==> src/rtl/interval_capture.sv <==
// rtl/interval_capture.sv - cycle-interval measurement between a start and a stop event
// Counts edges from Start_i to Stop_i; the result saturates at all-ones and flags overflow.
module interval_capture #(
   parameter int WIDTH = 8
) (
   input  logic             Clk_i,
   input  logic             Rst_ni,
   input  logic             Start_i,
   input  logic             Stop_i,
   output logic [WIDTH-1:0] Time_o,
   output logic             Valid_o,
   output logic             Ovf_o,
   output logic             Busy_o
);

   typedef enum logic {
      IDLE = 1'b0,
      RUN  = 1'b1
   } state_t;

   localparam logic [WIDTH-1:0] CNT_MAX = {WIDTH{1'b1}};
   localparam logic [WIDTH-1:0] CNT_ONE = {{(WIDTH-1){1'b0}}, 1'b1};

   state_t           state_q, state_d;
   logic [WIDTH-1:0] cnt_q, cnt_d;
   logic             sat_q, sat_d;
   logic [WIDTH-1:0] time_q, time_d;
   logic             valid_q, valid_d;
   logic             ovf_q, ovf_d;
   logic             busy_q, busy_d;

   always_ff @(posedge Clk_i or negedge Rst_ni) begin
      if (!Rst_ni) begin
         state_q <= IDLE;
         cnt_q   <= '0;
         sat_q   <= 1'b0;
         time_q  <= '0;
         valid_q <= 1'b0;
         ovf_q   <= 1'b0;
         busy_q  <= 1'b0;
      end else begin
         state_q <= state_d;
         cnt_q   <= cnt_d;
         sat_q   <= sat_d;
         time_q  <= time_d;
         valid_q <= valid_d;
         ovf_q   <= ovf_d;
         busy_q  <= busy_d;
      end
   end

   always_comb begin
      state_d = state_q;
      cnt_d   = cnt_q;
      sat_d   = sat_q;
      time_d  = time_q;
      valid_d = 1'b0;
      ovf_d   = ovf_q;

      case (state_q)
         IDLE: begin
            // A stop on the same edge as the start is not a measurement.
            if (Start_i) begin
               cnt_d   = CNT_ONE;
               sat_d   = 1'b0;
               state_d = RUN;
            end
         end
         RUN: begin
            if (Stop_i) begin
               time_d  = cnt_q;
               ovf_d   = sat_q;
               valid_d = 1'b1;
               if (Start_i) begin
                  cnt_d = CNT_ONE;
                  sat_d = 1'b0;
               end else begin
                  state_d = IDLE;
               end
            end else if (Start_i) begin
               cnt_d = CNT_ONE;
               sat_d = 1'b0;
            end else if (cnt_q != CNT_MAX) begin
               cnt_d = cnt_q + CNT_ONE;
            end else begin
               sat_d = 1'b1;
            end
         end
         default: begin
            state_d = IDLE;
         end
      endcase

      busy_d = (state_d == RUN);
   end

   assign Time_o  = time_q;
   assign Valid_o = valid_q;
   assign Ovf_o   = ovf_q;
   assign Busy_o  = busy_q;

endmodule

==> config.mk <==
export PLATFORM = sky130hd
export DESIGN_NAME = interval_capture
export DESIGN_NICKNAME = d
export VERILOG_FILES = /design/src/rtl/interval_capture.sv
export SDC_FILE = /design/constraint.sdc
export NUM_CORES = 1
export LEC_CHECK = 0
export CAP_MARGIN = 5
export CELL_PAD_IN_SITES_DETAIL_PLACEMENT = 0
export CELL_PAD_IN_SITES_GLOBAL_PLACEMENT = 2
export CORE_ASPECT_RATIO = 1.4
export CORE_MARGIN = 8
export CORE_UTILIZATION = 30
export DETAILED_ROUTE_END_ITERATION = 6
export GPL_TIMING_DRIVEN = 0
export PLACE_DENSITY_LB_ADDON = 0.1
export SYNTH_ARGS = -nofsm -noshare
export SYNTH_HDL_FRONTEND = slang
export SYNTH_SLANG_ARGS = --single-unit
==> constraint.sdc <==
create_clock -name Clk_i -period 3.1 [get_ports Clk_i]
set_input_delay 0.62 -clock Clk_i [delete_from_list [all_inputs] [get_ports Clk_i]]
set_output_delay 0.62 -clock Clk_i [all_outputs]
set_load 0.1 [all_outputs]
==> out/metrics.csv, run 1 <==
metric,value,unit
status,"complete, no violations",
worst-endpoint-required,2480,ps
first_pass_grt_wire_length,3.04,mm
clock_network_latency_to_the_later_pin_of_the_worst_skew_pair,260,ps
power_frac_seq,0.437,
fp.dieArea,4850,um^2
synthFlopType,dfrtp_1,
timing.final.ws_setup,679,ps
yosysTopAreaCell,dfrtp_1,
core_area,2790,um^2
cellPowerDensity,580,nW/um^2
routed_wl,1.77,mm
design_power_total,640,uW
sw_frac_of_total,0.263,
gpl.final_weighted_congestion,0.734,
netlist-cell-type-count,30,
cts_tree,done,
routed_wire_length_per_instance,14.0,um
timing.setup.tns,0,ps
routed_via_count_divided_by_cell_count,4.83,
final_layout_size_suffix_gt1_frac,0.169,
worst_vdd_rail_ir_drop,0.000288,V
worst_setup_start_kind,flop,
crit_path_top_delay_cell,clkdlybuf4s50_1,
post_cts_hold_buffer_count,0,
globalRoute.totalOverflow,0,
fin_worst_skew,5.22,ps
worst_hold_path_type,reg2reg,
whs_path_depth,2,
cp_max_fo,4,
slew_violations,0,
setup_viol,0,
antennaDiodeCount,0,
drt_pre_antenna_iters,2,
worst_hold_startpoint,Time_o[7]$_DFFE_PN0P_,
synth-seq-cells,20,
number_of_global_route_vias_before_repair,648,
detailedPlace.worstSlack,955,ps
rsz0062_at_grt,no,
synth_most_common_cell,dfrtp_1,
path_buf_inv,1,
finalCriticalPeriod,2420,ps
final_cell_count_no_fill,126,
detail-route-antenna-nets,0,
cts-root-buf,clkbuf_8,
timing.hold.worst_endpoint,Time_o[7]$_DFFE_PN0P_,
uppermost_routed_layer,met4,
post-synth-top-area-fraction,0.584,
asyncSetResetFlopFracSynth,1.00,
synthesis.area_per_instance,11.9,um^2
slew_headroom,0.349,
number_of_input_and_output_port_buffers_inserted,13,
wl_met3,76,um
place_inst,122,
drc_violation_count_after_routing,0,
globalRouteTotalUtil,0.0825,
cts.reportedPaths.clkPinSlew,70,ps
slowest_delay,1150,ps
crit_path_cells,clkdlybuf4s50_1,
floorplan.io_pins,15,
number_of_enable_type_register_cells_in_the_synthesized_netlist,0,
area_growth,28.9,%
p_int,472,uW
clock_sinks,20,
top_cells_by_area_in_the_synthesized_netlist,"dfrtp_1 58%, mux2_2 11%, a21oi_1 2.3%, xor2_1 2.0%, o21ai_0 1.8%",
leakagePower,0.478,nW
path_class,reg2out,
cts_setup_buffers,0,
tightest_slew,973,ps
finalNetCount,95,
reg2reg_slack,1600,ps
timing.reg2reg.worst_path_depth,5,
dpl_cell_area,1030,um^2
power.clock.fraction,0.400,
synth_area,857,um^2
cts.htree.levels,1,
dr.first_iter.drc_count,4,
postSynthNetCount,77,
clock_path_buffers,2,
endpoint_type_of_the_worst_setup_path,primary output,
cts.repair.resized,0,
detail_route.wirelength.met1,752,um
final_hold_fails,0,
detailroute.wirelength.met2,908,um
critPathArrivalTime,1800,ps
synthTopCellsByCount,"20 x dfrtp_1, 8 x mux2_2, 4 x a21oi_1, 4 x nand2_1, 4 x nor2_1",
antenna_found_initial,0,
cp_top_family,buffers and inverters,
drv.max_cap_violation_count,0,
cts_buffers,3,
rows,23,
grt_max_degree,21,
fmaxAchievable,413,MHz
initial_utilization,0.307,
r2r-start,cnt_q[0]$_DFFE_PN0P_,
final_layout_fill_cell_count,293,
fin_area,1100,um^2
p_sw,169,uW
yosys_warnings,0,
via_count,609,
synthesis.instances,72,
sequential_to_total_area_share_from_yosys_stat,0.584,
layout_worst_path_cycle_share,0.781,
dieHeight,79.2,um
rr_endpoint,cnt_q[1]$_DFFE_PN0P_,
dieWidth,61.2,um
combinational_power_share,0.163,
## cells in the final DEF (no fill, tap or decap), types with 2 or more instances in the layout
cell	Yosys	final
dfrtp_1	20	20
clkdlybuf4s50_1	0	13
mux2_2	8	8
nand2_1	4	4
nor2_1	4	4
a21oi_1	4	4
o21ai_0	3	3
clkbuf_8	0	3
clkbuf_1	2	2
inv_1	2	2
and3_1	2	2
a31oi_1	2	2
xor2_1	2	2
## flip-flops by register name, summed over array words and instances (netlist names)
name and flops:
Time_o 8, Busy_o 1, Valid_o 1, sat_q 1
Ovf_o 1, cnt_q 8
## layout make-up
class	count	area, um^2	area share
clock inverters	1	30.0	0.0272
clock buffers	3	41.3	0.0374
repair buffers	13	130	0.118
multi-input cells	48	342	0.309
inverters	2	7.51	0.00680
well taps	37	46.3	0.0419
plain buffers	2	7.51	0.00680
flip-flops and latches	20	500	0.453
## worst register-to-register path, delay by kind of cell, from the launching register on
kind | cells | cell delay (ps)
AND/OR/NAND/NOR | 2 | 160
flip-flops | 1 | 400
adder cells (fa/ha/maj) | 1 | 240
AO/OA/AOI/OAI | 1 | 350
multiplexers | 1 | 230
## how the worst max path moves through the flow
stage,start,to,cells after the start,slack [ps]
2_1_floorplan,Busy_o$_DFF_PN0_,cnt_q[5]$_DFFE_PN0P_,4,1120
3_3_place_gp,Stop_i,cnt_q[5]$_DFFE_PN0P_,5,960
3_5_place_dp,Stop_i,Time_o[1]$_DFFE_PN0P_,4,950
4_1_cts,Busy_o$_DFF_PN0_,Busy_o,1,670
5_1_grt,Busy_o$_DFF_PN0_,Busy_o,1,640
6_report,Busy_o$_DFF_PN0_,Busy_o,1,680
## through the flow
stage | util | hold WS [ps]
after global placement | 0.370 | 468
after floorplan | - | 324
after detailed placement | 0.370 | 478
final | 0.396 | 490
after global routing | 0.396 | 521
after CTS | 0.396 | 498
## logic make-up (layout without fill, tap and decap cells)
logic type,count (synthesis),after routing,share of synthesized area
adder cells (fa/ha/maj),1,1,0.0146
buffers and inverters,4,21,0.0175
AO/OA/AOI/OAI,14,14,0.102
flip-flops,20,20,0.584
multiplexers,9,9,0.117
XOR/XNOR,2,2,0.0204
AND/OR/NAND/NOR,22,22,0.145
## power by group through the flow
stage / sequential (mW) / combinational [mW] / clock (mW)
after detailed placement: 0.285 / 0.106 / 0
after floorplan: 0.336 / 0.0237 / 0
after global routing: 0.281 / 0.110 / 0.274
final: 0.280 / 0.104 / 0.256
after CTS: 0.280 / 0.106 / 0.266
after global placement: 0.284 / 0.106 / 0
## metal layers
metal  global-route usage  up-vias
met5                    0        -
met4               0.0422        0
met3               0.0210        5
met2                0.137       10
met1               0.0929      299
li1                     -      295
Power figures use the tool's default switching activity.
==> inputs of run 2 (changes only) <==
--- a/config.mk
+++ b/config.mk
@@ -10,7 +10,7 @@
 export CELL_PAD_IN_SITES_GLOBAL_PLACEMENT = 2
 export CORE_ASPECT_RATIO = 1.4
 export CORE_MARGIN = 8
-export CORE_UTILIZATION = 30
+export CORE_UTILIZATION = 29
 export DETAILED_ROUTE_END_ITERATION = 6
 export GPL_TIMING_DRIVEN = 0
 export PLACE_DENSITY_LB_ADDON = 0.1
==> constraint.sdc (replaced) <==
create_clock -name Clk_i -period 2.04 [get_ports Clk_i]
set_input_delay 0.408 -clock Clk_i [delete_from_list [all_inputs] [get_ports Clk_i]]
set_output_delay 0.408 -clock Clk_i [all_outputs]
set_load 0.1 [all_outputs]
==> run 2 against run 1 <==
Non-clock buffer count did not move. Register-to-register slack got worse by 1100 ps. Clock skew rose by 2.1 ps. Hold slack got worse by 11 ps. Via count rose by 1.5%. Clock-buffer cell count did not move. Combinational power rose by 45%. Critical path depth did not move. Core utilization fell by 1.3 points. Power rose by 51%.
==> out/metrics.csv, run 2 (synthesis gave the netlist of run 1 again) <==
metric,value,unit
place_inst,122,
setup_viol,0,
status,"complete, no violations",
antennaDiodeCount,0,
whs_path_depth,2,
worst_hold_path_type,reg2reg,
met2_track_demand_over_resource_in_global_routing,0.133,
number_of_input_and_output_port_buffers_inserted,13,
area_occupied_by_multi_input_gates,342,um^2
layout.area.seq,500,um^2
setup.worst_path.start,Busy_o$_DFF_PN0_,
post_cts_hold_buffer_count,0,
crit_path_cells,dlygate4sd2_1,
final_cell_count_no_fill,126,
dr.first_iter.drc_count,12,
final_common_cell,dfrtp_1,
antenna_found_initial,0,
finalCriticalPeriod,1920,ps
routed_wire_length_per_instance,14.0,um
cellPowerDensity,885,nW/um^2
grt_max_degree,21,
power.clock.fraction,0.405,
first_pass_grt_wire_length,2.99,mm
fp.dieArea,4980,um^2
dieHeight,80.3,um
area_growth,27.3,%
drc_violation_count_after_routing,0,
initial_utilization,0.301,
path_buf_inv,1,
met1_usage,0.0881,
final_layout_size_suffix_gt1_frac,0.169,
rsz0062_at_grt,no,
globalRouteTotalUtil,0.0793,
slew_headroom,0.360,
slowest_delay,880,ps
worst_vdd_rail_ir_drop,0.000381,V
cts_setup_buffers,0,
clock_network_latency_to_the_later_pin_of_the_worst_skew_pair,260,ps
detail-route-antenna-nets,0,
worst-endpoint-required,1630,ps
tightest_slew,964,ps
power_frac_seq,0.439,
cts.reportedPaths.clkPinSlew,80,ps
dp_hpwl,1.31,mm
leakagePower,0.517,nW
drv.max_cap_violation_count,0,
number_of_global_route_vias_before_repair,645,
design_power_total,966,uW
final_hold_fails,0,
grt_util_met3,0.0240,
cp_max_fo,4,
floorplan.io_pins,15,
fin_hold_ws,479,ps
final_layout_fill_cell_count,288,
cts.repair.resized,11,
layout_worst_path_cycle_share,0.941,
routed_wl,1.76,mm
timing.reg2reg.worst_path_depth,5,
dpl_cell_area,1030,um^2
combinational_power_share,0.156,
globalRoute.totalOverflow,0,
cp_top_family,buffers and inverters,
fmaxAchievable,521,MHz
path_class,reg2out,
endpoint_type_of_the_worst_setup_path,primary output,
worst_setup_start_kind,flop,
p_sw,257,uW
routed_via_count_divided_by_cell_count,4.90,
gpl.final_weighted_congestion,0.780,
drt_pre_antenna_iters,3,
clock_path_buffers,2,
fin_area,1090,um^2
p_int,709,uW
r2r-start,cnt_q[0]$_DFFE_PN0P_,
fin_worst_skew,7.29,ps
worst_hold_startpoint,Time_o[7]$_DFFE_PN0P_,
timing.setup.tns,0,ps
cts_buffers,3,
slew_violations,0,
via_count,618,
dieWidth,61.9,um
cts.htree.levels,1,
sw_frac_of_total,0.266,
rows,23,
clock_sinks,20,
crit_path_top_delay_cell,dlygate4sd2_1,
cts_tree,done,
cts-root-buf,clkbuf_8,
critPathArrivalTime,1510,ps
number_of_cells_on_the_critical_path,1,
mostFrequentLayoutCells,"20 x dfrtp_1, 11 x dlygate4sd2_1, 8 x mux2_2",
core_area,2850,um^2
globalRoute.busiestLayer,met2,
finalNetCount,95,
run 2: changes by cell type in the layout (fill, tap and decap cells not counted), sizes merged:
cell           previous run  this run
clkdlybuf4s50            13         2
dlygate4sd2               0        11
run 2: path summary, 6_finish.rpt:
check,slack (ps),to
worst max-delay path,120,Busy_o
worst min-delay path,480,Time_o[7]$_DFFE_PN0P_
worst max register to register,510,cnt_q[1]$_DFFE_PN0P_
worst min register to register,480,Time_o[7]$_DFFE_PN0P_
max in group asynchronous,860,Ovf_o$_DFFE_PN0P_
min in group asynchronous,640,Valid_o$_DFF_PN0_
run 2: worst register-to-register path, delay by kind of cell (launching register included):
kind / cells / cell delay (ps)
simple gates: 2 / 150
mux: 1 / 240
compound gates: 1 / 390
flops: 1 / 400
fa+ha+maj: 1 / 230
run 2: final cells by class:
type,count,share of cell area
Sequential cell,20,0.459
Multi-Input combinational cell,48,0.313
Timing Repair Buffer,13,0.107
Tap cell,37,0.0424
Clock buffer,3,0.0378
Clock inverter,1,0.0275
Buffer,2,0.00688
Inverter,2,0.00688
run 2: power by group through the flow:
stage / sequential (mW) / combinational (mW) / clock, mW
after floorplan: 0.511 / 0.0360 / 0
after global placement: 0.432 / 0.161 / 0
after detailed placement: 0.432 / 0.162 / 0
after CTS: 0.424 / 0.154 / 0.404
after global routing: 0.426 / 0.161 / 0.417
final: 0.424 / 0.151 / 0.391
run 2: metal layers:
metal | wire (um) | up-vias
li1 | - | 299
met1 | 740 | 308
met2 | 912 | 9
met3 | 91 | 2
met4 | 15 | 0
met5 | 0 | -
run 2: through the flow:
step                      utilization  setup WS, ps
after floorplan                     -          55.3
after global placement          0.363           114
after detailed placement        0.363          90.2
after CTS                       0.383           103
after global routing            0.383          51.2
final                           0.383           120
==> inputs of run 3 (changes only) <==
--- a/config.mk
+++ b/config.mk
@@ -17,3 +17,4 @@
 export SYNTH_ARGS = -nofsm -noshare
 export SYNTH_HDL_FRONTEND = slang
 export SYNTH_SLANG_ARGS = --single-unit
+export TNS_END_PERCENT = 100
==> results of run 3 <==
Final layout, timing and power as in run 2 (identical DEF).
